## config.mk

```make
export PLATFORM = sky130hd
export DESIGN_NAME = fwd_hazard_ctrl
export DESIGN_NICKNAME = d
export VERILOG_FILES = /design/src/rtl/fwd_hazard_ctrl_pkg.sv /design/src/rtl/fwd_hazard_ctrl_hz_stage_reg.sv /design/src/rtl/fwd_hazard_ctrl.sv
export SDC_FILE = /design/constraint.sdc
export NUM_CORES = 1
export LEC_CHECK = 0
export CAP_MARGIN = 40
export CORE_MARGIN = 1
export CORE_UTILIZATION = 51
export DETAILED_ROUTE_END_ITERATION = 10
export PLACE_DENSITY = 0.84
export SLEW_MARGIN = 20
export SYNTH_ARGS = -nofsm -noshare
export SYNTH_HDL_FRONTEND = slang
export SYNTH_SLANG_ARGS = --single-unit
export TNS_END_PERCENT = 1
```

## constraint.sdc

```tcl
create_clock -name clk -period 6.3 [get_ports clk]
set_input_delay 1.575 -clock clk [delete_from_list [all_inputs] [get_ports clk]]
set_output_delay 1.575 -clock clk [all_outputs]
set_load 0.01 [all_outputs]
```

## src/rtl/fwd_hazard_ctrl_pkg.sv

```systemverilog
// Shared pipeline definitions for the forwarding / hazard controller:
// operand-select encodings, control FSM states and a select helper.
package fwd_hazard_ctrl_pkg;

    typedef enum logic [1:0] {
        FWD_RF  = 2'b00,
        FWD_WB  = 2'b01,
        FWD_MEM = 2'b10
    } fwd_sel_e;

    typedef enum logic {
        ST_RUN   = 1'b0,
        ST_STALL = 1'b1
    } ctrl_state_e;

    // Younger producer (EX/MEM) wins over older (MEM/WB).
    function automatic fwd_sel_e fwd_pick(input logic ex_hit,
                                          input logic mem_hit);
        if (ex_hit)
            return FWD_MEM;
        else if (mem_hit)
            return FWD_WB;
        else
            return FWD_RF;
    endfunction

endpackage

```

## src/rtl/fwd_hazard_ctrl_hz_stage_reg.sv

```systemverilog
// Shadow pipeline stage: {valid, rd, reg_write, mem_read}.
// Ports: clk, rst_n, nxt_* (next contents), valid/rd/reg_write/mem_read.
module hz_stage_reg #(
    parameter int AW = 5
) (
    input  logic          clk,
    input  logic          rst_n,
    input  logic          nxt_valid,
    input  logic [AW-1:0] nxt_rd,
    input  logic          nxt_reg_write,
    input  logic          nxt_mem_read,
    output logic          valid,
    output logic [AW-1:0] rd,
    output logic          reg_write,
    output logic          mem_read
);

    always_ff @(posedge clk or negedge rst_n) begin
        if (!rst_n) begin
            valid     <= 1'b0;
            rd        <= '0;
            reg_write <= 1'b0;
            mem_read  <= 1'b0;
        end else begin
            valid     <= nxt_valid;
            rd        <= nxt_rd;
            reg_write <= nxt_reg_write;
            mem_read  <= nxt_mem_read;
        end
    end

endmodule

```

## src/rtl/fwd_hazard_ctrl.sv

```systemverilog
// Forwarding-select and load-use/branch hazard controller for a 5-stage core.
// Ports: ID-stage operand/dest info, branch_taken in; fwd selects,
// stall, flush_ex, flush_id and a saturating stall counter out.
module fwd_hazard_ctrl
    import fwd_hazard_ctrl_pkg::*;
#(
    parameter int REG_AW = 5,
    parameter int CNT_W  = 16
) (
    input  logic              clk,
    input  logic              rst_n,
    input  logic              id_valid,
    input  logic [REG_AW-1:0] id_rs1,
    input  logic [REG_AW-1:0] id_rs2,
    input  logic              id_use_rs1,
    input  logic              id_use_rs2,
    input  logic [REG_AW-1:0] id_rd,
    input  logic              id_reg_write,
    input  logic              id_mem_read,
    input  logic              branch_taken,
    output logic [1:0]        fwd_a_sel,
    output logic [1:0]        fwd_b_sel,
    output logic              stall,
    output logic              flush_ex,
    output logic              flush_id,
    output logic [CNT_W-1:0]  stall_count
);

    logic              ex_valid, ex_reg_write, ex_mem_read;
    logic [REG_AW-1:0] ex_rd;
    logic              mem_valid, mem_reg_write, mem_mem_read;
    logic [REG_AW-1:0] mem_rd;
    logic              wb_valid, wb_reg_write, wb_mem_read;
    logic [REG_AW-1:0] wb_rd;

    logic              ex_src, mem_src, load_use;
    logic              ex_hit_a, ex_hit_b, mem_hit_a, mem_hit_b;
    fwd_sel_e          sel_a, sel_b;
    ctrl_state_e       state, state_nxt;

    // A bubble enters EX whenever ID does not advance.
    hz_stage_reg #(.AW(REG_AW)) u_ex (
        .clk           (clk),
        .rst_n         (rst_n),
        .nxt_valid     (id_valid & ~flush_ex),
        .nxt_rd        (flush_ex ? '0 : id_rd),
        .nxt_reg_write (id_reg_write & ~flush_ex),
        .nxt_mem_read  (id_mem_read & ~flush_ex),
        .valid         (ex_valid),
        .rd            (ex_rd),
        .reg_write     (ex_reg_write),
        .mem_read      (ex_mem_read)
    );

    hz_stage_reg #(.AW(REG_AW)) u_mem (
        .clk           (clk),
        .rst_n         (rst_n),
        .nxt_valid     (ex_valid),
        .nxt_rd        (ex_rd),
        .nxt_reg_write (ex_reg_write),
        .nxt_mem_read  (ex_mem_read),
        .valid         (mem_valid),
        .rd            (mem_rd),
        .reg_write     (mem_reg_write),
        .mem_read      (mem_mem_read)
    );

    hz_stage_reg #(.AW(REG_AW)) u_wb (
        .clk           (clk),
        .rst_n         (rst_n),
        .nxt_valid     (mem_valid),
        .nxt_rd        (mem_rd),
        .nxt_reg_write (mem_reg_write),
        .nxt_mem_read  (mem_mem_read),
        .valid         (wb_valid),
        .rd            (wb_rd),
        .reg_write     (wb_reg_write),
        .mem_read      (wb_mem_read)
    );

    // WB is shadowed for pipeline completeness only.
    logic unused_wb;
    assign unused_wb = ^{wb_valid, wb_rd, wb_reg_write,
                         wb_mem_read, mem_mem_read};

    assign ex_src  = ex_valid & ex_reg_write & (ex_rd != '0);
    assign mem_src = mem_valid & mem_reg_write & (mem_rd != '0);

    assign load_use = id_valid & ex_mem_read & ex_src &
                      ((id_use_rs1 & (id_rs1 == ex_rd)) |
                       (id_use_rs2 & (id_rs2 == ex_rd)));

    assign stall    = load_use & ~branch_taken;
    assign flush_id = branch_taken & rst_n;
    assign flush_ex = stall | flush_id;

    // A load still in EX has no result yet, so it never feeds select 10.
    assign ex_hit_a  = id_use_rs1 & ex_src & ~ex_mem_read & (ex_rd == id_rs1);
    assign ex_hit_b  = id_use_rs2 & ex_src & ~ex_mem_read & (ex_rd == id_rs2);
    assign mem_hit_a = id_use_rs1 & mem_src & (mem_rd == id_rs1);
    assign mem_hit_b = id_use_rs2 & mem_src & (mem_rd == id_rs2);

    always_ff @(posedge clk or negedge rst_n) begin
        if (!rst_n) begin
            sel_a <= FWD_RF;
            sel_b <= FWD_RF;
        end else if (flush_ex) begin
            sel_a <= FWD_RF;
            sel_b <= FWD_RF;
        end else begin
            sel_a <= fwd_pick(ex_hit_a, mem_hit_a);
            sel_b <= fwd_pick(ex_hit_b, mem_hit_b);
        end
    end

    assign fwd_a_sel = sel_a;
    assign fwd_b_sel = sel_b;

    always_ff @(posedge clk or negedge rst_n) begin
        if (!rst_n)
            stall_count <= '0;
        else if (stall && (stall_count != '1))
            stall_count <= stall_count + CNT_W'(1);
    end

    always_ff @(posedge clk or negedge rst_n) begin
        if (!rst_n)
            state <= ST_RUN;
        else
            state <= state_nxt;
    end

    // The stall bubble removes the load from EX, so STALL lasts one cycle.
    always_comb begin
        state_nxt = state;
        unique case (state)
            ST_RUN:   if (stall) state_nxt = ST_STALL;
            ST_STALL: state_nxt = ST_RUN;
        endcase
    end

endmodule
```

==> results <==
- The hold violation count in the final report is 0.
- The repair_antennas step left the layout with diodes totalling 0.
- The worst clock skew is 0.004498 ns.
- The run finished with clean final reports.
- The global routing usage summed across all routing layers is 0.2523.
- The worst hold path passes through 0 cells.
- The area overhead of the layout relative to synthesis is 33.65%.
- Clock tree synthesis found a total of 35 sinks.
- The class of the most critical hold timing path is register to register.
- The clock root buffer is clkbuf_4.
- The vertical die dimension is 59.85 µm.
- The via count normalized by instance count is 5.306.
- For this design, the CTS-stage hold fixing added 0 buffers.
- The detailed-placement wirelength estimate is 2916 µm.
- The congestion estimate from routability-driven global placement came to 0.8342.
- Setup repair after global routing left no endpoint under its margin.
- The total congestion overflow after global routing is 0.
- The required time at the endpoint of the critical path is 4.72 ns.
- In this run the most critical hold path is launched from u_ex.reg_write.
- The mean instance size in the synthesized netlist is 11.53 µm².
- The clock passes through at most 2 buffers.
- The terminating pin of the worst hold path is u_mem.reg_write.
- The clock insertion delay at the later pin of the skew report is 0.34 ns.
- The number of distinct standard cells referenced by the synthesized netlist is 30.
- The sort of element at the end of the critical path is an output port.
- Counting the fill cells in the layout gives 243.
- In the synthesized netlist the async set-or-reset flop fraction comes to 1.000.
- The total vias in the final route is 1,300.
- Ranked by instance count, the synthesized netlist is headed by dfrtp_1, xor2_1, xnor2_1.
- The initial core utilization is 0.5500.
- The top achievable clock speed is 185.2 MHz.
- For this design the static power due to leakage is 1.031 nW.
- At the worst endpoint, the arrival time is 3.82 ns.
- Before antenna repair, the detailed router went through 4 iterations.
- The initial antenna violation count is 0.
- The remaining antenna violation count is 0.
- The endpoint of the lowest-slack register-to-register path is stall_count[14].
- The sum of routed wire length over all layers is 3690 µm.
- The worst supply voltage drop on vdd is 0.1328 mV.
- The max capacitance violation total is 0.
- The count of yosys warnings during synthesis is 0.
- In this run, synthesis produced a sequential element count of 35.
- Yosys attributes the largest share of cell area to dfrtp_1, xor2_1, xnor2_1, and2_1, nand3_1.
- For this run, the post-layout net count is 224.
- The finished cells cover 0.002281 mm².
- The post-detailed-route DRC marker count is 0.
- Among all flip-flop cells after synthesis, the most frequent one is dfrtp_1.
- The die span in x is 59.85 µm.
- The share of post-route cells with drive strength above 1 is 0.09453.
- STA classifies the critical path startpoint as a primary input.
- Along the worst path, the maximum fanout reaches 9.
- The most common cell in the netlist is dfrtp_1.
- The relative max-transition margin is 0.6190.
- The TritonCTS clock tree is yes.
- The number of ports placed on the die boundary is 46.
- The clock-pin slew on the worst setup and hold paths is 0.10 ns.
- During placement, the flow inserted port buffers numbering 45.
- The number of gates resized after CTS is 0.
- The critical path is of the primary input to output port type.
- The wire length of the first global-routing pass is 6368 µm.
- The region available for standard cell placement spans 0.003103 mm².
- The die outline area is 0.003581 mm².
- The sequential cells in the finished layout cover a total of 875.8 µm².
- The level count of the clock H-tree is 2.
- The final number of max-transition violations is 0.
- The length in cells of the worst reg-to-reg path is 6.
- The area after detailed placement is 0.002208 mm².
- The number of setup violations in the final report is 0.
- The cell row count is 20.
- Of the synthesized area, sequential elements account for 0.5132.
- The multi-input gate area in the final layout is 808.3 µm².
- Summed over all instances, the cell type with the most area after synthesis is dfrtp_1.
- The slew at the pin with the worst max-slew slack is 0.5656 ns.
- Counting flops with a built-in enable in the synthesized netlist gives 0.
- The time the worst path needs with I/O delays and setup is 5.398 ns.
- After synthesis the cells add up to 0.001707 mm².
- The final period utilization is 0.8569.
- The number of nets in the synthesized netlist is 172.
- The number of setup buffers added after CTS is 0.
- The ratio of total power to cell area is 185.9 mW/mm².
- The via count of the first global-routing pass is 1,355.
- The first-iteration detailed-routing DRC count is 54.
- Synthesis produced 148 cells.
- The number of buffers inserted during clock tree synthesis is 5.
- The maximum number of pins on one net before global-route repair is 36.
- Measured on the finished design, the core utilization comes to 0.7351.
- The share of the synthesized area in the top cell type is 0.5132.
- The launch instance of the worst register-to-register path is u_ex.rd[0].
- The average wire per cell in the routed design is 15.06 µm.
- Summed over all failing endpoints, the final setup total negative slack is 0 ns.
- The worst register-to-register path has a setup slack of 3.94 ns.
==> where the power goes <==
part / switching (mW) / internal [mW] / total (mW) / leakage, nW
Sequential: 0.00723 / 0.231 / 0.238 / 0.464
Combinational: 0.0200 / 0.0256 / 0.0456 / 0.529
Clock: 0.0750 / 0.0652 / 0.140 / 0.0375
==> worst max-delay path: stages <==
cell	delay, ns
clkdlybuf4s50_1	0.53
xnor2_1	0.13
nand4_1	0.14
nor3_2	0.36
nor2_1	0.21
o21a_1	0.29
inv_1	0.07
clkdlybuf4s50_1	0.53
==> flip-flops by register name (all words and copies together), names as in the netlist <==
register,count
u_mem.reg_write,1
u_ex.mem_read,1
u_ex.valid,1
fwd_a_sel,2
fwd_b_sel,2
u_ex.reg_write,1
u_ex.rd,5
u_mem.valid,1
stall_count,16
u_mem.rd,5
==> worst max path at each step <==
stage / startpoint / cells after the start / slack, ns / to
5_1_grt: id_rs2[3] / 8 / 0.73 / flush_ex
6_report: id_rs2[3] / 8 / 0.90 / flush_ex
3_3_place_gp: id_rs2[1] / 8 / 0.98 / flush_ex
4_1_cts: id_rs2[3] / 8 / 0.90 / flush_ex
3_5_place_dp: id_rs2[3] / 8 / 0.89 / flush_ex
2_1_floorplan: id_rs2[1] / 6 / 2.09 / flush_ex
==> per-layer routing <==
| metal | wire, µm | up-vias | track usage |
|---|---|---|---|
| met5 | 0 | - | 0 |
| met4 | 72 | 0 | 0.1030 |
| met3 | 173 | 8 | 0.06926 |
| met2 | 1869 | 39 | 0.4079 |
| met1 | 1576 | 628 | 0.3192 |
| li1 | - | 625 | - |
==> placed cells by master, fill, tap and decap left out, types with 2 or more instances in the layout <==
cell type        synthesis  routed
xnor2_1                 10      10
inv_1                    3       3
clkdlybuf4s50_1          0      45
and3_1                   7       7
clkbuf_4                 0       5
nand3_1                  9       9
clkbuf_8                 0       2
nand2_1                  8       8
xor2_1                  23      23
dfrtp_1                 35      35
nor2_1                   5       5
and2_1                   8       8
nand2b_1                 2       2
nor4_4                   2       2
nand4_1                  6       6
mux2_2                   2       2
nor4_1                   6       6
nor3_1                   6       6
a211oi_1                 2       2
==> metrics by stage <==
step | cells | hold slack, ns | power (mW) | setup WS, ns
after global placement | 237 | 0.3591 | 0.2858 | 0.9771
final | 245 | 0.3900 | 0.4239 | 0.9016
after CTS | 245 | 0.3909 | 0.4275 | 0.8959
after global routing | 245 | 0.4156 | 0.4410 | 0.7263
after detailed placement | 237 | 0.3690 | 0.2884 | 0.8926
after floorplan | 148 | 0.3535 | 0.2604 | 2.089
==> kinds of logic (layout without fill, tap and decap cells) <==
group / Yosys count / after routing / share of synthesized area
AND/OR/NAND/NOR: 66 / 66 / 0.2449
flip-flops: 35 / 35 / 0.5132
XOR/XNOR: 33 / 33 / 0.1694
AO/OA/AOI/OAI: 6 / 6 / 0.03226
buffers and inverters: 4 / 57 / 0.01320
multiplexers: 3 / 3 / 0.01979
adder cells (fa/ha/maj): 1 / 1 / 0.007330
==> final cells by class <==
cell class                      instances  share of cell area
Sequential cell                        35              0.3840
Clock buffer                            7             0.02852
Clock inverter                          1            0.003291
Timing Repair Buffer                   46              0.2008
Tap cell                               44             0.02414
Inverter                                3            0.004937
Multi-Input combinational cell        109              0.3544
Note: power is estimated with default switching activity, not from simulation.
